## config.mk

```make
export PLATFORM = sky130hd
export DESIGN_NAME = crc_stream_n
export DESIGN_NICKNAME = d
export VERILOG_FILES = /design/src/rtl/crc_stream_n.sv
export SDC_FILE = /design/constraint.sdc
export NUM_CORES = 1
export LEC_CHECK = 0
export ABC_CLOCK_PERIOD_IN_PS = 2750
export BUFFER_PORTS_ARGS = -buffer_cell sky130_fd_sc_hd__buf_2
export CORE_MARGIN = 2
export CORE_UTILIZATION = 56
export CTS_CLUSTER_DIAMETER = 120
export DETAILED_ROUTE_END_ITERATION = 16
export MAX_ROUTING_LAYER = met4
export PLACE_DENSITY = 0.93
export SYNTH_ARGS = -nofsm -noshare
export SYNTH_HDL_FRONTEND = slang
export SYNTH_SLANG_ARGS = --single-unit
```

## constraint.sdc

```tcl
create_clock -name clk -period 2.75 [get_ports clk]
set_input_delay 0.275 -clock clk [delete_from_list [all_inputs] [get_ports clk]]
set_output_delay 0.275 -clock clk [all_outputs]
set_load 0.02 [all_outputs]
```

## src/rtl/crc_stream_n.sv

```systemverilog
`timescale 1ns/1ps
// crc_stream_n: streaming MSB-first CRC engine, IN_BW bits per valid/ready beat.
// Optional macro CRC_CHECK_EN adds check_mode/crc_ok for receive-side FCS checking.
module crc_stream_n #(
    parameter int                CRC_BW  = 8,
    parameter logic [CRC_BW-1:0] POLY    = CRC_BW'('h07),
    parameter int                IN_BW   = 8,
    parameter logic [CRC_BW-1:0] INIT    = '0,
    parameter logic [CRC_BW-1:0] XOR_OUT = '0
) (
    input  logic              clk,
    input  logic              rst,
    input  logic              in_valid,
    output logic              in_ready,
    input  logic [IN_BW-1:0]  in_data,
    input  logic              in_first,
    input  logic              in_last,
    output logic              crc_valid,
    input  logic              crc_ready,
    output logic [CRC_BW-1:0] crc_out,
    output logic              frame_abort
`ifdef CRC_CHECK_EN
    ,
    input  logic              check_mode,
    output logic              crc_ok
`endif
);

    typedef enum logic [1:0] {IDLE, RUN, HOLD} state_t;

    state_t            state, state_nxt;
    logic [CRC_BW-1:0] rem, seed, rem_nxt;
    logic              accept, restart, release_res;

    // Non-augmented remainder update, one unrolled step per data bit, MSB first.
    function automatic logic [CRC_BW-1:0] fold(input logic [CRC_BW-1:0] r,
                                               input logic [IN_BW-1:0]  d);
        logic [CRC_BW-1:0] acc;
        logic              fb;
        acc = r;
        for (int i = IN_BW - 1; i >= 0; i--) begin
            fb  = acc[CRC_BW-1] ^ d[i];
            acc = {acc[CRC_BW-2:0], 1'b0} ^ (fb ? POLY : '0);
        end
        return acc;
    endfunction

    assign accept      = in_valid && in_ready;
    assign release_res = (state == HOLD) && crc_ready;
    // A beat in IDLE always opens a frame; in RUN only in_first reopens it.
    assign restart     = (state == IDLE) || in_first;
    assign seed        = restart ? INIT : rem;
    assign rem_nxt     = fold(seed, in_data);

    always_ff @(posedge clk or posedge rst) begin
        if (rst) begin
            state <= IDLE;
        end else begin
            state <= state_nxt;
        end
    end

    always_comb begin
        state_nxt = state;
        case (state)
            IDLE, RUN: if (accept) state_nxt = in_last ? HOLD : RUN;
            HOLD:      if (crc_ready) state_nxt = IDLE;
            default:   state_nxt = IDLE;
        endcase
    end

    always_comb begin
        in_ready  = (state != HOLD);
        crc_valid = (state == HOLD);
    end

    always_ff @(posedge clk or posedge rst) begin
        if (rst) begin
            rem         <= INIT;
            crc_out     <= '0;
            frame_abort <= 1'b0;
        end else begin
            frame_abort <= accept && (state == RUN) && in_first;
            if (accept) begin
                rem <= rem_nxt;
                if (in_last) crc_out <= rem_nxt ^ XOR_OUT;
            end else if (release_res) begin
                rem     <= INIT;
                crc_out <= '0;
            end
        end
    end

`ifdef CRC_CHECK_EN
    logic mode_q;

    // check_mode is latched with whichever beat opens the frame.
    always_ff @(posedge clk or posedge rst) begin
        if (rst) begin
            mode_q <= 1'b0;
            crc_ok <= 1'b0;
        end else begin
            if (accept && restart) mode_q <= check_mode;
            if (accept && in_last) begin
                crc_ok <= (restart ? check_mode : mode_q) && (rem_nxt == '0);
            end else if (release_res) begin
                crc_ok <= 1'b0;
            end
        end
    end
`endif

endmodule
```

## After elaboration in Yosys (flattened, before gate mapping)

Index checks and enable logic that the tools add are counted.
W data, S select, Z words.

| storage, ports and cells | value |
|---|---|
| logic and storage cells | 53 |
| input bits | 14 |
| output and inout port bits | 11 |
| flip-flop bits (word level) | 19 |

| cells by class | value |
|---|---|
| reduce and logical (&&, ||, !) cells | 10 |
| eq/ne operators | 6 |
| muxes and demuxes | 17 |
| bitwise operators | 16 |

Operators with widths:

| operator | number |
|---|---|
| $xor A8 B3 Y8 | 8 |
| $mux W8 | 5 |
| $mux W3 | 8 |
| $xor A1 B1 Y1 | 8 |
| $mux W2 | 3 |
| $ne A2 B2 Y1 const B | 3 |
| $logic_and A1 B1 Y1 | 4 |
| $pmux W2 S2 | 1 |
| $reduce_and A2 Y1 | 2 |
| $eq A2 B1 Y1 const B | 1 |
| $eq A2 B2 Y1 const B | 1 |
| $logic_not A2 Y1 | 1 |
| $ne A2 B1 Y1 const B | 1 |
| $reduce_bool A2 Y1 | 1 |
| $reduce_or A2 Y1 | 1 |
| $logic_or A1 B1 Y1 | 1 |

## Longest topological paths before layout

| logic depth | value |
|---|---|
| depth in word-level cells | 29 |
| mapped depth | 7 |
| depth with buffers taken out | 6 |

## Worst setup path before layout

No wires, ideal clock.

| timing | value |
|---|---|
| kind | register -> register |
| from | register state[0] |
| to | register crc_out[0] |
| period minus slack after synthesis | 1.700 ns |
| required time | 2.654 ns |
| setup slack | 1.050 ns |
| buffers on the path | 1 |
| stages on the path, launching flop included | 8 |
| arrival | 1.604 ns |
| cells stage by stage | dfrtp_1 nand2b_1 inv_1 nor2_1 a21oi_1 buf_2 nand2_1 o31ai_1 |

RTL lines:

| what | line | RTL |
|---|---|---|
| from (decl) | 31 | `state_t state, state_nxt;` |
| from (signal assigned) | 59 | `state <= state_nxt;` |
| $ne A2 B2 Y1 (*) | 73 | `in_ready = (state != HOLD);` |
| net in_ready | 14 | `output logic in_ready,` |
| $logic_and A1 B1 Y1 (*) | 48 | `assign accept = in_valid && in_ready;` |
| $ne A2 B2 Y1 (no line) / $reduce_bool A2 Y1 (equally long branches) | - |  |
| $reduce_and A2 Y1 (no line) | - |  |
| to (signal assigned) | 86 | `if (in_last) crc_out <= rem_nxt ^ XOR_OUT;` |
| to (decl) | 20 | `output logic [CRC_BW-1:0] crc_out,` |

Mark *: on every way through the listed nets, which the timed path passes. The rest lies on a longest branch. The select of a mux whose other input is x is not followed.
A chain may end at the register's enable or synchronous reset.

## Worst setup path in the final report

| timing | value |
|---|---|
| from | register state[0] |
| to | register crc_out[3] |

| on the way | value |
|---|---|
| cells in the longest elaborated chain, start to end | 17 |

RTL lines:

| what | line | RTL |
|---|---|---|
| $logic_not A2 Y1 | 51 | `assign restart = (state == IDLE) \|\| in_first;` |
| $logic_or A1 B1 Y1 | 51 |  |
| $mux W8 | 52 | `assign seed = restart ? INIT : rem;` |
| $xor A1 B1 Y1 | 42 | `fb = acc[CRC_BW-1] ^ d[i];` |
| $mux W3 | 43 | `acc = {acc[CRC_BW-2:0], 1'b0} ^ (fb ? POLY : '0);` |
| $xor A8 B3 Y8 (6 in series) | 43 |  |
| $xor A1 B1 Y1 | 42 |  |
| $mux W3 | 43 |  |
| $xor A8 B3 Y8 (2 in series) | 43 |  |
| $mux W8 | 86 |  |
| $mux W8 | 84 | `if (accept) begin` |

Several ways; a longest one is shown, not always the timed one. The select of a mux whose other input is x is not followed.

==> reports/qor.csv <==
metric;value;unit
max_freq;0.510;GHz
fin_crit;1.96;ns
numCtsBuffers;3;
die_w;48.1;um
critPathArrivalTime;2.19;ns
maxCapViolCount;0;
die_area;2310;um2
diodes;0;
hold_viol_final;0;
peakVddDrop;558;uV
via_per_inst;5.31;
post_cts_resized;0;
syn2layout_area_growth;15.4;%
ys_ff_latch;19;
grt_setup_unrepaired;false;
grt_pass1_vias;857;
skew;0.0110;ns
pin_count;25;
seq_area_frac_synth;0.437;
io_buffers;24;
postRouteAntennaNets;0;
h-tree-depth;1;
worst_pin_slew;0.943;ns
status;completed;
grt_overflow;0;
nFillCells;134;
setup_viol;0;
nets;140;
crit_chain;nand2b_1, inv_1, nor2_1, a21oi_1, a22o_1;
relSlewSlack;0.371;
grt_use_total;0.227;
postRouteWirelength;2060;um
dpl_worst_slack;0.819;ns
root_buffer;clkbuf_4;
drv_slew;0;
final_core_util;0.705;
via_count;796;
clk_pin_slew;0.11;ns
grt_pass1_wl;3620;um
synth_nets;113;
initial_core_util;0.611;
postCtsSetupRepairBufs;0;
hp-class;in2async;
cts_tree;done;
p_leak;0.594;nW
mostFrequentLayoutCells;buf_2, xnor2_1, dfrtp_1;
powerDensity;985;nW/um2
grt_max_degree;20;
slowest_delay;0.74;ns
critical-path-slowest-cell;a21oi_1;
drt-initial-drc-count;8;
required;2.98;ns
r2r_setup_slack;0.79;ns
antenna_found_initial;0;
critPathCaptureType;flip-flop;
firstDrtPassIters;4;
drive_gt1_frac;0.272;
timing.final.crit_share;0.712;
drc;0;
cts.sinks;19;
ctsLongestPathBuffers;2;
syn_inst;99;
final_common_cell;buf_2;
die_h;48.1;um
ys_warn_count;0;
core_area;1780;um2
hpwl;1620;um
rows;15;
regArea;475;um2
synth_cell_types;22;
syn_area_per_cell;11.0;um2
path_class;reg2reg;
gp_routability_congestion;0.854;
holdBufCountCts;0;
critPathMaxFanout;13;
setup_ws;0.791;ns
multi_input_area;596;um2
startpoint_type;flip-flop;
clock_latency;0.29;ns
tns;0;ns
avgRoutedWirePerCell;13.7;um
syn-cell-area;1090;um2
## layer usage
metal  part of all wire  wire, um  GRT usage  up-vias
met3              0.035        73     0.0222        2
met2               0.49      1010      0.384       23
met4             0.0068        14     0.0757        0
met5                  0         0          -        -
met1               0.47       963      0.285      386
li1                   -         -          -      385
## critical path: cells and delay by family (launching register included)
kind	cells	cell delay [ns]
compound gates	2	1.01
flops	1	0.43
simple gates	2	0.33
buf+inv	1	0.14
## state kept, by name, indices dropped and copies added (netlist names)
| name | count |
|---|---|
| frame_abort | 1 |
| state | 2 |
| rem | 8 |
| crc_out | 8 |
## synthesized netlist by cell type (all sizes together)
cell,instances,area (um2)
o22ai,1,6.26
nand2b,1,6.26
xnor3,3,67.6
dfrtp,19,475
nor2,8,32.5
a22o,6,52.6
o31ai,5,37.5
and2,1,6.26
xor2,6,60.1
nand2,14,60.1
xnor2,20,194
o21ai,6,30.0
buf,2,10.0
o21bai,1,11.3
inv,2,7.51
a21oi,2,10.0
o21ba,1,10.0
and4b,1,11.3
## report_power, final
| part | internal, mW | total [mW] | leakage (nW) | switching (mW) |
|---|---|---|---|---|
| combinational | 0.316 | 0.611 | 0.338 | 0.296 |
| sequential | 0.385 | 0.485 | 0.242 | 0.100 |
| clock | 0.0563 | 0.141 | 0.0150 | 0.0843 |
## per-stage QoR
stage | total power [mW] | hold slack (ns) | instances | area, um2
global route | 1.33 | 0.146 | 150 | 1260
CTS | 1.24 | 0.0941 | 150 | 1260
floorplan | 0.968 | 0.226 | 99 | 1090
detailed placement | 1.10 | 0.420 | 146 | 1230
finish | 1.24 | 0.0631 | 150 | 1260
global placement | 1.08 | 0.413 | 146 | 1230
## layout make-up
cell class	count	share of cell area
Tap cell	25	0.0249
Inverter	2	0.00598
Sequential cell	19	0.378
Timing Repair Buffer	24	0.0956
Clock buffer	4	0.0209
Multi-Input combinational cell	76	0.474
## cell families after synthesis
group,Yosys count,synth area share
xor+xnor,29,0.295
simple gates,25,0.107
compound gates,22,0.145
flops,19,0.437
buf+inv,4,0.0161
## path summary, 6_finish.rpt
check	end	startpoint	cells after the start
worst max-delay path	crc_out[3]$_DFFE_PP0P_	state[0]$_DFFE_PP0P_	5
worst min-delay path	crc_out[4]$_DFFE_PP0P_	rst	2
worst max register to register	crc_out[3]$_DFFE_PP0P_	state[0]$_DFFE_PP0P_	5
worst min register to register	crc_out[0]$_DFFE_PP0P_	crc_out[0]$_DFFE_PP0P_	2
max in group asynchronous	rem[4]$_DFFE_PP0P_	rst	2
min in group clk	state[1]$_DFFE_PP0P_	crc_ready	2
Note: power is estimated with default switching activity, not from simulation.
